`config.mk`:
```
export PLATFORM = sky130hd
export DESIGN_NAME = serial_add_seq
export DESIGN_NICKNAME = d
export VERILOG_FILES = /design/src/rtl/serial_add_seq.sv
export SDC_FILE = /design/constraint.sdc
export NUM_CORES = 1
export LEC_CHECK = 0
export ABC_AREA = 1
export ABC_CLOCK_PERIOD_IN_PS = 1500
export CORE_MARGIN = 3
export CORE_UTILIZATION = 50
export CTS_BUF_LIST = sky130_fd_sc_hd__clkbuf_4 sky130_fd_sc_hd__clkbuf_8
export DETAILED_ROUTE_END_ITERATION = 8
export PLACE_DENSITY = 0.79
export SLEW_MARGIN = 30
export SYNTH_ARGS = -nofsm -noshare
export SYNTH_HDL_FRONTEND = slang
export SYNTH_SLANG_ARGS = --single-unit
export TNS_END_PERCENT = 20
```
`constraint.sdc`:
```
create_clock -name clk -period 1.5 [get_ports clk]
set_clock_uncertainty 0.15 [all_clocks]
set_input_delay 0.15 -clock clk [delete_from_list [all_inputs] [get_ports clk]]
set_output_delay 0.15 -clock clk [all_outputs]
set_load 0.005 [all_outputs]
```
`src/rtl/serial_add_seq.sv`:
```
// serial_add_seq
// Bit-serial add/subtract sequencer. A single 1-bit full-adder cell is fed one
// operand bit per cycle, LSB first, with the carry kept in a flip-flop between
// bits. It produces a WIDTH-bit sum or difference plus carry, overflow and zero
// flags.
//
// Ports:
//   clk, rst_n            rising-edge clock, asynchronous active-low reset
//   in_valid / in_ready   operand handshake (in_ready high only in IDLE)
//   op_a, op_b, sub       operands and operation (sub=1: a + ~b + 1)
//   abort                 synchronous cancel, highest priority
//   out_valid / out_ready result handshake (out_valid high only in DONE)
//   result                WIDTH-bit sum or difference
//   carry_out             final carry (for sub, 1 = no borrow)
//   overflow              signed overflow
//   zero                  result == 0
//   busy                  sequencer is not idle
module serial_add_seq #(
    parameter int WIDTH = 32
) (
    input  logic             clk,
    input  logic             rst_n,
    input  logic             in_valid,
    output logic             in_ready,
    input  logic [WIDTH-1:0] op_a,
    input  logic [WIDTH-1:0] op_b,
    input  logic             sub,
    input  logic             abort,
    output logic             out_valid,
    input  logic             out_ready,
    output logic [WIDTH-1:0] result,
    output logic             carry_out,
    output logic             overflow,
    output logic             zero,
    output logic             busy
);

    localparam int CW = $clog2(WIDTH + 1);
    localparam logic [CW-1:0] LAST_BIT = CW'(WIDTH - 1);

    typedef enum logic [1:0] {
        IDLE = 2'd0,
        RUN  = 2'd1,
        DONE = 2'd2
    } state_t;

    state_t           state_q, state_d;
    logic [WIDTH-1:0] sh_a_q, sh_a_d;
    logic [WIDTH-1:0] sh_b_q, sh_b_d;
    logic [WIDTH-1:0] sh_r_q, sh_r_d;
    logic             cy_q, cy_d;
    logic [CW-1:0]    cnt_q, cnt_d;
    logic [WIDTH-1:0] result_q, result_d;
    logic             carry_q, carry_d;
    logic             overflow_q, overflow_d;
    logic             zero_q, zero_d;

    logic fa_a;
    logic fa_b;
    logic fa_sum;
    logic fa_cout;

    // The single full-adder cell shared by every bit position.
    assign fa_a    = sh_a_q[0];
    assign fa_b    = sh_b_q[0];
    assign fa_sum  = fa_a ^ fa_b ^ cy_q;
    assign fa_cout = (fa_a & fa_b) | (cy_q & (fa_a ^ fa_b));

    always_comb begin
        state_d    = state_q;
        sh_a_d     = sh_a_q;
        sh_b_d     = sh_b_q;
        sh_r_d     = sh_r_q;
        cy_d       = cy_q;
        cnt_d      = cnt_q;
        result_d   = result_q;
        carry_d    = carry_q;
        overflow_d = overflow_q;
        zero_d     = zero_q;

        case (state_q)
            IDLE: begin
                // Subtraction is a + ~b + 1: invert b here and seed the carry with 1.
                if (!abort && in_valid) begin
                    sh_a_d  = op_a;
                    sh_b_d  = sub ? ~op_b : op_b;
                    cy_d    = sub;
                    cnt_d   = '0;
                    state_d = RUN;
                end
            end
            RUN: begin
                if (abort) begin
                    state_d = IDLE;
                end else begin
                    sh_a_d = {1'b0, sh_a_q[WIDTH-1:1]};
                    sh_b_d = {1'b0, sh_b_q[WIDTH-1:1]};
                    sh_r_d = {fa_sum, sh_r_q[WIDTH-1:1]};
                    cy_d   = fa_cout;
                    cnt_d  = cnt_q + CW'(1);
                    // On the MSB, cy_q is the carry into that bit, so overflow is
                    // taken directly from it without a separate capture register.
                    if (cnt_q == LAST_BIT) begin
                        result_d   = sh_r_d;
                        carry_d    = fa_cout;
                        overflow_d = cy_q ^ fa_cout;
                        zero_d     = (sh_r_d == '0);
                        state_d    = DONE;
                    end
                end
            end
            DONE: begin
                if (abort || out_ready) begin
                    state_d = IDLE;
                end
            end
            default: begin
                state_d = IDLE;
            end
        endcase
    end

    always_ff @(posedge clk or negedge rst_n) begin
        if (!rst_n) begin
            state_q    <= IDLE;
            sh_a_q     <= '0;
            sh_b_q     <= '0;
            sh_r_q     <= '0;
            cy_q       <= 1'b0;
            cnt_q      <= '0;
            result_q   <= '0;
            carry_q    <= 1'b0;
            overflow_q <= 1'b0;
            zero_q     <= 1'b0;
        end else begin
            state_q    <= state_d;
            sh_a_q     <= sh_a_d;
            sh_b_q     <= sh_b_d;
            sh_r_q     <= sh_r_d;
            cy_q       <= cy_d;
            cnt_q      <= cnt_d;
            result_q   <= result_d;
            carry_q    <= carry_d;
            overflow_q <= overflow_d;
            zero_q     <= zero_d;
        end
    end

    assign in_ready  = (state_q == IDLE);
    assign out_valid = (state_q == DONE);
    assign busy      = (state_q != IDLE);
    assign result    = result_q;
    assign carry_out = carry_q;
    assign overflow  = overflow_q;
    assign zero      = zero_q;

endmodule

```
==> flow_summary.toml <==
[status]
outcome = "finished with violations"
violations = "setup timing"

[worst_hold_path]
hold_class = "in -> async"

[sta]
fin_crit_ps = 1850
setup_tns_ps = -17190
slew_viol_final = 0
grt_setup_unrepaired = "true"
setup_viol = 136
setup_slack_ps = -350
worst_pin_slew_ps = 436
relSlewSlack_pct = 71.0
max_freq_mhz = 541
finalHoldViolations = 0
timing.final.crit_share_pct = 123

[power_and_ir_drop]
power_w = 0.0103
vdd_ir_drop_max_v = 0.000661
power_density_nw_per_um2 = 1120
power_leakage_nw = 4.30

[detailed_routing]
viasPerCell = 5.47
drt-total-wl_um = 17900
drt_iter0_markers = 574
vias = 5886
wire_per_inst_um = 16.6
route.detailed.drc = 0
drt_first_pass_iters = 6
ant_nets = 0

[die]
row_count = 40
dieArea_um2 = 14100
boundaryPins = 108
die_y_um = 119
die_width_um = 119
start_util_pct = 52.0
core_area_um2 = 12200

[yosys]
netlist_area_um2 = 6350
syn_inst = 746
ys_seq_elements = 139
yosysWarnings = 0
ys_types = 27
ys_seq_area_share_pct = 54.8
avgSynthCellArea_um2 = 8.51
synth_nets = 818

[run]
max-cap-violations = 0

[worst_setup_path]
path_cells = "ha_2, nand3_2, nor2_2, nand2_1, inv_2, nand2_8, clkbuf_16, nand2_2, o21ai_1"
crit_buf_inv = 2
max_stage_delay_ps = 390
startpoint_type = "register"
cp_slowest_cell = "dfrtp_1"
reg2reg_setup_slack_ps = -350
critPathRequiredTime_ps = 1670
crit_type = "reg -> reg"
cp_top_family = "simple AND/OR/NAND/NOR gates"
critical_path_arrival_ps = 2020
crit_fanout = 8
cp-end-kind = "register"

[cells_and_area]
antenna_cells = 0
nets = 971
drive_gt1_share_pct = 21.1
stdcell_count = 1077
fin_area_um2 = 9120
area_delta_synth_final_pct = 43.6

[global_route]
first_global_vias = 5455
grt.met3_usage_pct = 5.69
grt_pass1_wl_um = 25000
grtUsageMet1_pct = 26.8
overflow = 0
use_met2_pct = 37.1
antenna_found_initial = 0
grt_max_degree = 67
track_usage_pct = 21.9
gr-max-usage-layer = "met2"

[clock_tree]
clkSlewWorstSetupHoldPaths_ps = 80
cts_htree_levels = 4
cts_root_buffer = "clkbuf_8"
clock_latency_ps = 450
cts_sinks = 139
cts_tree = "done"
cts_buffers = 17
cts_buffer_depth = 2

[placement]
dp.cells = 1017
hpwl_um = 9540
portBuffers = 107
placed_area_um2 = 7880
gp_congestion = 0.797
preCtsSetupSlack_ps = -210
layout by cell type (no fill, tap or decap), drive strengths merged:
cell	Yosys	final
buf	26	63
dlygate4sd2	0	33
bufbuf	0	2
o21ai	126	126
clkinvlp	0	1
clkdlybuf4s50	0	67
nand4	3	3
clkbuf	19	30
clkdlybuf4s15	0	2
bufinv	0	2
nand3	5	5
xnor2	24	24
and3	1	1
inv	82	82
nand2	212	213
o211ai	46	46
a21oi	8	8
o22ai	3	3
nor2	47	47
clkinv	0	6
a31oi	2	2
dlygate4sd3	0	1
nor3	1	1
dfrtp	139	139
ha	1	1
fa	1	1
worst reg2reg max path: stages, from the launching register on:
cell,delay [ps]
dfrtp_1,390
ha_2,200
nand3_2,100
nor2_2,160
nand2_1,110
inv_2,130
nand2_8,140
clkbuf_16,220
nand2_2,60
o21ai_1,70
state kept, by name, summed over array words and instances, names as in the netlist:
register   cells
sh_a_q        32
carry_out      1
state_q        2
overflow       1
cnt_q          6
sh_r_q        31
result        32
sh_b_q        32
zero           1
cy_q           1
repair_timing:
item                                    in CTS  in global routing
resized for setup                          129                138
buffers inserted                             8                  5
endpoints found under the setup margin     140                142
hold buffers                                 1                  0
pin swaps                                   13                 15
cloned                                       6                 12
hold endpoints to repair                   139                  0
synth_stat cells:
master    count  area, um2
nand2_1     208        781
dfrtp_1     139       3480
o21ai_0     125        626
inv_1        81        304
o211ai_1     46        345
nor2_1       45        169
xnor2_1      24        210
clkbuf_1     18       67.6
buf_2        16       80.1
a21oi_1       8       40.0
buf_1         5       18.8
buf_4         5       37.5
nand3_1       5       25.0
nand2_2       3       18.8
nand4_1       3       18.8
o22ai_1       3       18.8
a31oi_1       2       12.5
and3_1        1       6.26
clkbuf_2      1       5.00
fa_1          1       20.0
ha_1          1       12.5
inv_2         1       3.75
nand2_4       1       11.3
nor2_4        1       11.3
nor2_8        1       20.0
nor3_1        1       5.00
o21ai_1       1       5.00
final timing paths:
kind / endpoint / start / cells after the start
min in group clk: cy_q / sub / 4
min: sh_a_q[5] / rst_n / 2
max: result[18] / cnt_q[1] / 9
max in group asynchronous: state_q[1] / rst_n / 3
max reg2reg: result[18] / cnt_q[1] / 9
min reg2reg: sh_b_q[16] / sh_b_q[16] / 2
routing by layer:
layer  wire [um]  share of wire, %  vias to the layer above
met5           0                 0                        -
met4         433               2.4                        0
met3         944               5.3                       49
met2        9420                53                      245
met1        7060                40                     2872
li1            -                 -                     2720
metrics by stage:
step | util [%] | hold WS (ps)
final | 74.7 | 61.8
after global routing | 74.7 | 60.0
after CTS | 69.9 | 49.5
after detailed placement | 64.5 | -45.5
after global placement | 64.5 | -51.7
after floorplan | - | -296
report_power, final:
part	switching, W	internal (W)
clock network	0.00137	0.00156
registers	0.000373	0.00437
logic	0.00142	0.00116
total	0.00316	0.00710
area by class of cell:
type	count	area (um2)
Multi-Input combinational cell	481	2700
Clock buffer	20	275
Inverter	82	315
Clock inverter	9	97.6
Fill cell	823	3090
Tap cell	168	210
Timing Repair Buffer	178	2040
Sequential cell	139	3480
logic make-up after synthesis:
logic type               count (synthesis)  share of synthesized area [%]
AND/OR/NAND/NOR                        269                           16.8
AO/OA/AOI/OAI                          185                           16.5
XOR/XNOR                                24                           3.31
flip-flops                             139                           54.8
buffers and inverters                  127                           8.14
adder cells (fa/ha/maj)                  2                          0.512
(Power assumes the default switching activity.)
